===== src/rtl/tnoc_output_switch.sv =====
// rtl/tnoc_output_switch.sv - per-output-port round-robin switch with packet lock and one-entry output stage
module tnoc_output_switch #(
    parameter int FLIT_WIDTH = 64,
    parameter int PORTS      = 5
) (
    input  logic                        clk,
    input  logic                        rst,
    input  logic [PORTS-1:0]            i_request,
    output logic [PORTS-1:0]            o_grant,
    output logic                        o_free,
    input  logic [PORTS-1:0]            i_valid,
    output logic [PORTS-1:0]            o_ready,
    input  logic [PORTS*FLIT_WIDTH-1:0] i_data,
    input  logic [PORTS-1:0]            i_tail,
    output logic                        o_valid,
    input  logic                        i_ready,
    output logic [FLIT_WIDTH-1:0]       o_data,
    output logic                        o_tail
);

    localparam int IDX_W = (PORTS > 1) ? $clog2(PORTS) : 1;

    typedef enum logic {
        IDLE,
        BUSY
    } state_t;

    state_t             state;
    logic [IDX_W-1:0]   ptr;
    logic [IDX_W-1:0]   g_idx;
    logic [IDX_W-1:0]   win_idx;
    logic               win_found;
    logic               stage_can_accept;
    logic               transfer;
    logic [FLIT_WIDTH-1:0] sel_data;
    logic               sel_tail;

    assign stage_can_accept = !o_valid || i_ready;
    assign o_ready          = (state == BUSY && stage_can_accept) ? o_grant : '0;
    assign o_free           = (state == IDLE);
    assign transfer         = |(i_valid & o_ready);

    // Scan from the priority pointer upward, wrapping, and take the first requester.
    always_comb begin
        win_idx   = '0;
        win_found = 1'b0;
        for (int i = 0; i < PORTS; i++) begin
            int idx;
            idx = int'(ptr) + i;
            if (idx >= PORTS) begin
                idx = idx - PORTS;
            end
            if (!win_found && i_request[idx]) begin
                win_found = 1'b1;
                win_idx   = IDX_W'(idx);
            end
        end
    end

    // Grant is one-hot, so an OR of masked port lanes is the payload mux.
    always_comb begin
        sel_data = '0;
        sel_tail = 1'b0;
        for (int p = 0; p < PORTS; p++) begin
            if (o_grant[p]) begin
                sel_data = sel_data | i_data[p*FLIT_WIDTH +: FLIT_WIDTH];
                sel_tail = sel_tail | i_tail[p];
            end
        end
    end

    always_ff @(posedge clk) begin
        if (rst) begin
            state   <= IDLE;
            ptr     <= '0;
            g_idx   <= '0;
            o_grant <= '0;
            o_valid <= 1'b0;
            o_data  <= '0;
            o_tail  <= 1'b0;
        end else begin
            case (state)
                IDLE: begin
                    if (win_found) begin
                        state   <= BUSY;
                        g_idx   <= win_idx;
                        o_grant <= PORTS'(1) << win_idx;
                    end
                end
                BUSY: begin
                    if (transfer && sel_tail) begin
                        state   <= IDLE;
                        o_grant <= '0;
                        ptr     <= (g_idx == IDX_W'(PORTS-1)) ? '0 : g_idx + 1'b1;
                    end
                end
                default: state <= IDLE;
            endcase

            // A load in the same cycle as a drain simply overwrites the stage.
            if (transfer) begin
                o_valid <= 1'b1;
                o_data  <= sel_data;
                o_tail  <= sel_tail;
            end else if (i_ready) begin
                o_valid <= 1'b0;
            end
        end
    end

endmodule

===== config.mk =====
export PLATFORM = sky130hd
export DESIGN_NAME = tnoc_output_switch
export DESIGN_NICKNAME = d
export VERILOG_FILES = /design/src/rtl/tnoc_output_switch.sv
export SDC_FILE = /design/constraint.sdc
export NUM_CORES = 1
export LEC_CHECK = 0
export ABC_AREA = 0
export ABC_CLOCK_PERIOD_IN_PS = 4600
export BUFFER_PORTS_ARGS = -buffer_cell sky130_fd_sc_hd__buf_2
export CORE_AREA = 2 2 159 161
export DETAILED_ROUTE_END_ITERATION = 6
export DIE_AREA = 0 0 161 163
export PLACE_DENSITY = 0.46
export SLEW_MARGIN = 20
export SYNTH_ARGS = -nofsm -noshare
export SYNTH_HDL_FRONTEND = slang
export SYNTH_SLANG_ARGS = --single-unit
export TNS_END_PERCENT = 1

===== constraint.sdc =====
create_clock -name clk -period 4.6 [get_ports clk]
set_clock_uncertainty 0.1 [all_clocks]
set_input_delay 0.23 -clock clk [delete_from_list [all_inputs] [get_ports clk]]
set_output_delay 0.23 -clock clk [all_outputs]
set_load 0.05 [all_outputs]

## After elaboration in Yosys (flattened, before gate mapping)

Cells that the tools add are included.

- Add/sub/neg operators: 10
- Magnitude comparators: 10
- Equality and inequality tests: 3
- Shifts and indexed selects: 1
- Muxes and demuxes: 50
- Bitwise operators: 10
- Reduce and logical (&&, ||, !) cells: 17

Operator list:

| kind | count |
|---|---|
| 2-to-1 mux 64 bit | 5 |
| OR 64 bit | 4 |
| less-than comparator 32 x 5 -> 1 bit (second input constant) | 5 |
| 2-to-1 mux 32 bit | 5 |
| 2-to-1 mux 1 bit | 24 |
| subtractor 4 x 3 -> 5 bit (second input constant) | 4 |
| 2-to-1 mux 3 bit | 6 |
| greater-or-equal comparator 4 x 3 -> 1 bit (second input constant) | 4 |
| binary-select mux 1 bit (select 3 bit) | 5 |
| 2-to-1 mux 5 bit | 3 |
| one-hot mux 5 bit (2 select lines) | 1 |
| adder 3 x 2 -> 4 bit (second input constant) | 2 |
| logical AND 1 bit | 6 |
| AND reduction 2 bit | 3 |
| AND 5 bit | 1 |
| logical NOT 1 bit | 5 |
| OR reduction 5 bit | 1 |
| << shifter 1 x 3 -> 5 bit (first input constant) | 1 |
| adder 3 x 1 -> 4 bit (second input constant) | 1 |
| adder 3 x 3 -> 4 bit (second input constant) | 1 |
| inequality test 2 x 1 -> 1 bit (second input constant) | 2 |
| OR 1 bit | 4 |
| subtractor 3 x 3 -> 4 bit (second input constant) | 1 |
| adder 3 x 1 -> 3 bit (second input constant) | 1 |
| 6 further kinds | 6 |

- Bits in registers: 78
- Output and inout port bits: 77

## Longest topological paths before layout

Gate-level depths: netlist of run 1.

- Depth after elaboration: 21
- Mapped depth: 14
- Gate-level depth less buffers: 12

## Worst setup path after synthesis of run 1

No wires, ideal clock.

- Path kind: reg-to-reg
- Start: reg ptr[1]
- End: reg o_grant[1]
- Arrival: 3.408 ns
- Required time: 4.432 ns
- Slack: 1.024 ns
- Cell stages (with the launch flop): 13
- Cell sequence: dfxtp_1 > clkbuf_1 > inv_1 > ha_1 > buf_6 > and3b_1 > a22o_2 > or4b_1 > and3_4 > and4_4 > a21o_4 > or4_4 > o2bb2ai_2

- Longest elaborated chain between the ends: 21
- Elaborated cells between the ends (all ways): 57
- Those cells by class: 9 x add/sub; 5 x order compare; 1 x eq/ne; 1 x shift; 32 x mux; 9 x reduce/logical

RTL lines:

| item | RTL line | source |
|---|---|---|
| start, declared | 29 | `logic [IDX_W-1:0] ptr;` |
| start signal, assigned | 94 | `ptr <= (g_idx == IDX_W'(PORTS-1)) ? '0 : g_idx + 1'b1;` |
| parallel branches: the longest is 21 deep, another holds subtractor 4 x 3 -> 5 bit | - |  |
| end signal, assigned | 87 | `o_grant <= PORTS'(1) << win_idx;` |
| end, declared | 9 | `output logic [PORTS-1:0] o_grant,` |

Several ways; the timed one is not identified. The select of a mux whose other input is x is not followed.
A chain may end at the register's enable or synchronous reset.

## Final worst setup path of run 1

Ends and elaborated chain as after synthesis.

==> results of run 1 <==
per-layer routing:
metal	vias up	share of wire
met5	-	0.00033
met4	2	0.0098
met3	23	0.13
met2	391	0.43
met1	3306	0.43
li1	3326	-
per-stage QoR:
step / hold WS, ns / total power (uW) / utilization / cells
floorplan: 0.330 / 1310 / - / 615
global placement: 0.341 / 1660 / 0.312 / 1302
detailed placement: 0.350 / 1660 / 0.312 / 1302
CTS: 0.142 / 2360 / 0.323 / 1317
global route: 0.142 / 2450 / 0.323 / 1317
finish: 0.157 / 2330 / 0.323 / 1318
state kept, by name, summed over array words and instances, names as in the netlist:
register / flops
ptr: 3
g_idx: 3
o_tail: 1
state: 1
o_data: 64
o_grant: 5
o_valid: 1
worst min-delay path, delay by kind of cell:
kind	cells	cell delay [ns]
AO/OA/AOI/OAI	2	0.23
buffers and inverters	1	0.10
layout by cell type (no fill, tap or decap), types with 7 or more instances in the layout:
cell       Yosys  layout
a21oi_1       11      10
a222oi_1      66      66
a22oi_1       69      69
a311oi_1      64      64
buf_2          1     414
buf_4          1      10
clkbuf_16      0       9
dfxtp_1       78      73
ha_1          15      15
inv_1         11      11
mux2i_1       11      11
nand2_1       18      18
nand2b_1       7       7
nand3_1       10      10
nor2_1        73      73
path summary, 6_finish.rpt:
kind	start	end	slack, ns
max	ptr[1]	o_grant[1]	0.96
min	i_data[202]	o_data[10]	0.16
max reg2reg	ptr[1]	o_grant[1]	0.96
min reg2reg	o_tail	o_tail	0.36
logic make-up after synthesis:
kind of cell	after synthesis	share of synthesized area
adder cells (fa/ha/maj)	15	0.0347
AO/OA/AOI/OAI	261	0.414
buffers and inverters	80	0.0656
AND/OR/NAND/NOR	160	0.153
multiplexers	17	0.0374
XOR/XNOR	4	0.00647
flip-flops	78	0.288
power by group through the flow:
stage	sequential [uW]	combinational, uW	clock [uW]
2_1_floorplan	982	329	0
6_report	786	868	678
5_1_grt	795	927	730
3_5_place_dp	800	862	0
4_1_cts	787	867	708
3_3_place_gp	799	865	0
synthesized netlist by cell type (3+ instances only):
cell type / number / share of area
a211oi_1: 5 / 0.0069
a21oi_1: 11 / 0.010
a222oi_1: 66 / 0.12
a22o_1: 3 / 0.0049
a22oi_1: 69 / 0.096
a311oi_1: 64 / 0.10
and3_1: 6 / 0.0069
buf_6: 4 / 0.0083
clkbuf_1: 59 / 0.041
dfxtp_1: 78 / 0.29
ha_1: 15 / 0.035
inv_1: 11 / 0.0076
mux2_2: 3 / 0.0062
mux2i_1: 11 / 0.020
nand2_1: 18 / 0.012
nand2b_1: 7 / 0.0081
nand3_1: 10 / 0.0092
nor2_1: 73 / 0.051
nor2b_1: 3 / 0.0035
nor3_1: 5 / 0.0046
nor3b_1: 6 / 0.0083
nor4_1: 4 / 0.0046
o211ai_1: 3 / 0.0042
o21ai_0: 5 / 0.0046
o31ai_1: 3 / 0.0042
xnor2_1: 3 / 0.0049
final cells by class:
type / count / area (sq um)
clock buffer: 10 / 229
sequential: 78 / 1570
clock inverter: 5 / 36.3
timing repair buffer: 425 / 2170
multi-input combinational: 457 / 3510
fill: 2663 / 16700
tap: 330 / 413
inverter: 12 / 45.0
antenna: 1 / 2.50
==> run metrics, run 1 <==
status=finished, violations left; failing checks=DRC; cells along the critical path=inv_1, ha_1, mux4_2, a211oi_1, o32ai_1, a22oi_1, nand4_1, a2bb2oi_1, or4_4, o2bb2ai_2; global route hottest layer=met2; final hold vios=0; Initial Utilization=0.219; fin crit share=0.790; Seq cells post-synth=slightly below 80; GR Util met3=0.0917; Post-synth top flop=dfxtp_1; Avg Vias per Cell=5.35; nets@finish=about 1300; Reg power frac=0.337; R2R depth=10; Setup WS post-layout=0.964 ns; MaxCap Viol Count=0; WP data required=4.77 ns; layout cells sized above 1=0.477; first-pass GRT wire length=42400 um; total gr overflow=0; Mapped Area=5410 sq um; CORE AREA=24700 sq um; DRC errors left=5; Clk pwr share=0.291; Hold-fix buffers, CTS=0; CTS resizes=0; Area Growth Syn to Fin=47.2%; dpl cell area=7700 sq um; Hold WC Path Type=in2reg; Crit path largest cell delay=0.67 ns; std cell rows=58; Die H=approximately 160 um; post-synth net total=between 900 and 1000; Bufs and invs on worst path=1; sequential share of the synthesized area=0.288; Sw Share=0.399; Post-synth ARST share=0; post-CTS setup buffers=0; DP HPWL=23800 um; Final Setup Violations=0; DR iter-0 viols=976; Worst-Margin Slew=0.846 ns; CP max stage cell=ha_1; Total Wirelength=30600 um; Synth Warn #=0; setup TNS=0 ns; WL/cell=23.2 um; M1 GR Usage=0.291; slew margin rel.=0.436; DRT Pass-1 Iters=7; met2 GRT Util=0.325; Comb power frac=0.372; Avg Cell Area, Syn=slightly below 9 sq um; post-synth cell types=80; Clock Latency Late Sink=0.34 ns; Die Width=around 160 um; Antenna Nets Post-Route=0; CTS Sinks=78; initial antenna violation count=1; Total GRT Usage=0.218; Leak=0.00348 uW; maximum vdd drop=between 100 and 150 uV; vias=7048; number of synthesized flops with an enable pin=0; critical path depth in cells=10; crit path DAT=roughly 3.8 ns; startpoint types=register; number of top-level pins=415; Critical Path Sink Type=register; Worst Path Max Fanout=17; RSZ-0062 raised after global routing=false; post-route minimum period=3.64 ns; Bufs on Longest Clock Path=2; P_sw=approximately 930 uW; post-route cell area=7970 sq um; CP top delay family=compound AO/OA/AOI/OAI gates; TritonCTS Buffers=9; Worst Hold Depth=3; cell count after synthesis=615; Placer Congestion=0.899; Setup CP Type=reg2reg; Clk pin slew, worst setup/hold paths=0.07 ns; P_int=roughly 1400 uW; pre-CTS setup slack=1.00 ns; fmax=275 MHz; CTS H-tree lvls=3; vias in the first global route=6569; Root Buffer=clkbuf_16; largest net degree at the start of global routing=95; Pins Over Slew Limit=0; P per Cell Area=293 nW/um^2; # port buffers=just over 400; area of the die=26200 sq um; CTS tree=yes
No activity file was read; power rests on OpenSTA's default activity.
==> run 2: changes to the inputs <==
--- a/config.mk
+++ b/config.mk
@@ -6,12 +6,12 @@
 export NUM_CORES = 1
 export LEC_CHECK = 0
 export ABC_AREA = 0
-export ABC_CLOCK_PERIOD_IN_PS = 4600
+export ABC_CLOCK_PERIOD_IN_PS = 3300
 export BUFFER_PORTS_ARGS = -buffer_cell sky130_fd_sc_hd__buf_2
 export CORE_AREA = 2 2 159 161
 export DETAILED_ROUTE_END_ITERATION = 6
 export DIE_AREA = 0 0 161 163
-export PLACE_DENSITY = 0.46
+export PLACE_DENSITY = 0.47
 export SLEW_MARGIN = 20
 export SYNTH_ARGS = -nofsm -noshare
 export SYNTH_HDL_FRONTEND = slang
==> constraint.sdc (replaced) <==
create_clock -name clk -period 3.3 [get_ports clk]
set_clock_uncertainty 0.1 [all_clocks]
set_input_delay 0.165 -clock clk [delete_from_list [all_inputs] [get_ports clk]]
set_output_delay 0.165 -clock clk [all_outputs]
set_load 0.05 [all_outputs]
==> run 2 against run 1 <==
  * The flow now finishes without violations
  * Non-clock buffer count rose by 21
  * Design area up 3.8%
  * Die area is the same
  * Global-route usage decreased by 1.0 points
  * Clock-buffer cell count unchanged
  * Via count increased by 2.3%
  * Sequential power increased by 39%
  * First-iteration DRC count shrank 8.1%
  * Total power increased by 44%
  * Worst setup slack worse by 0.80 ns
  * Highest routed layer unchanged
==> run metrics, run 2 (same netlist as run 1, synthesis figures left out) <==
status=finished, final reports clean; Worst Path Max Fanout=6 (-11); # port buffers=414 (unchanged); initial antenna violation count=3 (+2); Worst-Margin Slew=0.847 ns (+0.00143 ns); Largest Register=o_data; CORE AREA=24700 sq um (unchanged); Antenna Nets Post-Route=0 (unchanged); DP HPWL=22600 um (-5.0%); Clock Latency Late Sink=0.34 ns (about the same); largest net degree at the start of global routing=130 (+37%); final hold vios=0 (unchanged); nets@finish=1357 (+1.6%); WP data required=3.48 ns (-1.29 ns); Placer Congestion=0.856 (-4.8%); Initial Utilization=0.219 (unchanged); number of top-level pins=415 (unchanged); CTS tree=yes; DRT Pass-1 Iters=7 (unchanged); Setup CP Type=reg2reg; setup TNS=0 ns (unchanged); std cell rows=58 (unchanged); first-pass GRT wire length=41200 um (-3.0%); Area Growth Syn to Fin=52.8%; Critical Path Sink Type=register; CTS Sinks=78 (unchanged); Root Buffer=clkbuf_16; Bufs on Longest Clock Path=2 (unchanged); commonest non-fill, non-tap cell in the layout=buf_2; P per Cell Area=405 nW/um^2 (+38%); startpoint types=register; dpl cell area=7870 sq um (+2.2%); Die H=163 um (unchanged); post-route minimum period=3.14 ns (-0.497 ns); slew margin rel.=0.435 (-0.000955); RSZ-0062 raised after global routing=false; CTS H-tree lvls=3 (unchanged); most frequent cells in the layout=414 x buf_2, 73 x nor2_1, 71 x dfxtp_1, 68 x a22oi_1, 66 x a222oi_1; Total Wirelength=29400 um (-3.9%); fin crit share=0.951 (+0.161); layout filler cell count=2624 (-1.5%); vias in the first global route=6717 (+2.3%); WL/cell=22.0 um (-5.4%); crit path DAT=3.32 ns (-0.48 ns); layout cells sized above 1=0.510 (+0.0327); total gr overflow=0 (unchanged); Total GRT Usage=0.208 (-0.0101); MaxCap Viol Count=0 (unchanged); Avg Vias per Cell=5.38 (+0.65%); multi-input logic area=3610 sq um (+2.9%); Leak=0.00362 uW (+3.8%); Largest regs=o_data (64), o_grant (5); area of the die=26200 sq um (unchanged); Final Setup Violations=0 (unchanged); number of flip-flops in the largest register=64 (unchanged); Seq. cell area=1580 sq um (+0.48%); Hold WC Path Type=in2reg; DRC errors left=0 (-5); Die Width=161 um (unchanged); maximum vdd drop=187 uV (+44%); Clk pin slew, worst setup/hold paths=0.07 ns (about the same); TritonCTS Buffers=9 (unchanged); Pins Over Slew Limit=0 (unchanged); fmax=319 MHz (+16%); slack of the worst reg-to-reg path=0.16 ns (-0.80 ns); vias=7207 (+2.3%); DR iter-0 viols=897 (-8.1%); post-route cell area=8270 sq um (+3.8%)
==> run 2: metal layers <==
metal	wire length, um	vias to the layer above	track usage
met5	13	-	0
met4	360	2	0.0544
met3	3610	26	0.0833
met2	13000	365	0.318
met1	12400	3445	0.271
li1	-	3369	-
==> run 2: layout make-up <==
class | instances | area share
tap | 330 | 0.0499
timing repair buffer | 446 | 0.281
sequential | 78 | 0.190
antenna | 1 | 0.000303
inverter | 12 | 0.00590
clock buffer | 10 | 0.0289
clock inverter | 5 | 0.00696
multi-input combinational | 457 | 0.436
==> run 2: worst max-delay path, stage by stage (launching register included) <==
cell       delay, ns
dfxtp_4         0.37
buf_4           0.14
ha_2            0.25
and2b_1         0.22
a311oi_2        0.30
or4b_4          0.51
and3b_2         0.23
a21oi_2         0.14
o211ai_1        0.16
or4_4           0.54
o2bb2ai_2       0.11
==> run 2: worst paths after layout <==
check | start | end | depth (start not counted)
worst min register to register | o_tail | o_tail | 2
worst max-delay path | ptr[1] | o_grant[1] | 10
worst max register to register | ptr[1] | o_grant[1] | 10
worst min-delay path | i_data[208] | o_data[16] | 3
==> run 2: timing repair <==
action | CTS | global route
endpoints found under the setup margin | 0 | 8
hold buffers | 0 | 0
gates resized for setup | 0 | 17
setup buffers | 0 | 3
==> run 2: power by group <==
part	internal [uW]	total, uW	switching, uW
sequential	1030	1090	59.9
clock	606	1050	439
combinational	436	1220	786
total	2070	3350	1280
==> run 2: stage by stage <==
step                      hold slack (ns)  power (uW)  instances  utilization  worst slack [ns]
after floorplan                     0.253        1830        615            -           0.00309
after global placement              0.354        2320       1320        0.319            0.0730
after detailed placement            0.376        2310       1320        0.319            0.0682
after CTS                          0.0700        3390       1335        0.331            0.0297
after global routing               0.0948        3520       1339        0.335           0.00385
final                              0.0850        3350       1339        0.335             0.161
==> run 3: changes to the inputs <==
--- a/config.mk
+++ b/config.mk
@@ -11,7 +11,7 @@
 export CORE_AREA = 2 2 159 161
 export DETAILED_ROUTE_END_ITERATION = 6
 export DIE_AREA = 0 0 161 163
-export PLACE_DENSITY = 0.47
+export PLACE_DENSITY_LB_ADDON = 0.08
 export SLEW_MARGIN = 20
 export SYNTH_ARGS = -nofsm -noshare
 export SYNTH_HDL_FRONTEND = slang
==> run 3 against run 2 <==
  * The run now ends with DRC left
  * Critical path depth unchanged
  * Fmax down 0.85%
  * Wire length is 2.2% higher
  * First-iteration DRC count shrank 14%
  * Sequential share of layout area barely moved
  * Design area is essentially flat
  * Total power fell by 1.9%
  * Cell count rose by 0.22%
  * Via count is 2.0% lower
  * Sequential power barely moved
  * Global-route usage grew 0.82 points
  * Hold slack got worse by 0.0022 ns
  * Largest cell class unchanged
  * Largest power group unchanged
==> run metrics, run 3 (same netlist as run 1, synthesis figures left out) <==
fmax=316 MHz (-0.85%); Total Wirelength=30100 um (+2.2%); DP HPWL=23100 um (+2.4%); post-route cell area=8270 sq um (about the same); total gr overflow=0 (unchanged); area of the die=26200 sq um (unchanged); WP data required=3.47 ns (about the same); P_sw=1290 uW (+0.34%); Area Growth Syn to Fin=52.9% (about the same); Largest regs=o_data (64), o_grant (5); vias=7066 (-2.0%); TritonCTS Buffers=9 (unchanged); number of flip-flops in the largest register=64 (unchanged); tightest hold margin=0.0827 ns (-0.00222 ns); CORE AREA=24700 sq um (unchanged); Initial Utilization=0.219 (unchanged); Final Setup Violations=0 (unchanged); Setup CP Type=reg2reg; layout filler cell count=2711 (+3.3%); startpoint types=register; DRT Pass-1 Iters=7 (unchanged); Worst-Margin Slew=0.769 ns (-0.0788 ns); dpl cell area=7880 sq um (+0.19%); nets@finish=1358 (+0.074%); Sw Share=0.392 (+0.00893); commonest non-fill, non-tap cell in the layout=buf_2; Bufs on Longest Clock Path=2 (unchanged); WL/cell=22.4 um (+2.0%); DR iter-0 viols=768 (-14%); Reg power frac=0.333 (+0.009); Clk pwr share=0.300 (-0.012); Clock Latency Late Sink=0.35 ns (about the same); Pins Over Slew Limit=0 (unchanged); Placer Congestion=0.899 (+5.0%); CP Launch Point=ptr[1]; std cell rows=58 (unchanged); layout cells sized above 1=0.510 (about the same); fin crit share=0.959 (+0.00815); first-pass GRT wire length=42700 um (+3.7%); slew margin rel.=0.488 (+0.0525); worst flop-to-flop path endpoint=o_grant[1]; number of top-level pins=415 (unchanged); Comb power frac=0.367 (+0.003); Largest Register=o_data; CTS Sinks=78 (unchanged); Hold WC Path Type=in2reg; P_int=2000 uW (-3.4%); P per Cell Area=397 nW/um^2 (-2.0%); r2r startpoint=ptr[1]; Avg Vias per Cell=5.27 (-2.2%); Die Width=161 um (unchanged); Die H=163 um (unchanged); most frequent cells in the layout=414 x buf_2, 73 x nor2_1, 71 x dfxtp_1, 68 x a22oi_1, 66 x a222oi_1; slack of the worst reg-to-reg path=0.13 ns (-0.03 ns); Antenna Nets Post-Route=0 (unchanged); crit path DAT=3.34 ns (+0.02 ns); # port buffers=414 (unchanged); post-route minimum period=3.17 ns (+0.0269 ns); R2R depth=10 (unchanged); DRC errors left=1 (+1); status=finished, violations left; initial antenna violation count=2 (-1); Clk pin slew, worst setup/hold paths=0.07 ns (about the same); Worst Path Max Fanout=6 (unchanged); Total GRT Usage=0.216 (+0.00815); Critical Path Sink Type=register; CTS H-tree lvls=3 (unchanged); maximum vdd drop=186 uV (-0.53%); Worst Min Path Start=i_data[236]; failing checks=DRC; Leak=0.00360 uW (-0.53%); Root Buffer=clkbuf_16; RSZ-0062 raised after global routing=true; largest net degree at the start of global routing=130 (unchanged); CP Capture Point=o_grant[1]; MaxCap Viol Count=0 (unchanged); CTS tree=yes; vias in the first global route=6716 (-0.015%); final hold vios=0 (unchanged)
-- run 3: worst max-delay path, cell delays in order, from the launching register on --
cell	delay, ns
dfxtp_4	0.36
clkinvlp_4	0.13
ha_4	0.30
nor2b_2	0.24
a311oi_2	0.16
or4_1	0.59
and3_4	0.23
and4_4	0.17
a21o_4	0.21
or4_4	0.47
o2bb2ai_2	0.11
-- run 3: metal layers --
layer | track usage | part of all wire | routed length, um
met1 | 0.280 | 0.43 | 12900
met5 | 0 | 0.00043 | 13
met2 | 0.340 | 0.46 | 13800
met3 | 0.0647 | 0.088 | 2660
met4 | 0.0735 | 0.023 | 693
-- run 3: worst min path at each step --
stage	to	slack, ns	cells past startpoint
floorplan	o_grant[1]	0.25	2
global placement	o_tail	0.36	2
detailed placement	o_tail	0.36	2
CTS	o_data[44]	0.07	3
global route	o_data[37]	0.09	3
finish	o_data[44]	0.08	3
-- run 3: cell type report --
type,count,area [sq um],area share
Antenna cell,2,5.00,0.000605
Clock buffer,12,246,0.0298
Clock inverter,4,31.3,0.00378
Inverter,12,48.8,0.00590
Multi-Input combinational cell,457,3620,0.438
Sequential cell,78,1570,0.190
Tap cell,330,413,0.0499
Timing Repair Buffer,447,2330,0.282
-- run 3: power by group through the flow --
stage	Combinational [uW]	Sequential, uW	Clock (uW)
after CTS	1200	1100	1030
after floorplan	461	1370	0
after global placement	1210	1110	0
final	1210	1090	985
after global routing	1300	1110	1060
after detailed placement	1200	1120	0
-- run 3: metrics by stage --
stage                     instances  total power (uW)  setup TNS [ns]   util  worst slack, ns
final                          1342              3290               0  0.335            0.134
after detailed placement       1322              2310               0  0.319            0.111
after CTS                      1338              3330               0  0.331           0.0758
after floorplan                 615              1830               0      -          0.00309
after global routing           1341              3470        -0.00914  0.335         -0.00914
after global placement         1322              2320               0  0.319            0.123
-- run 3: repair_timing --
item                       4_1_cts  5_1_grt
setup endpoints to repair        0        7
setup buffers                    0        2
hold buffers                     0        0
gates resized for setup          0       18
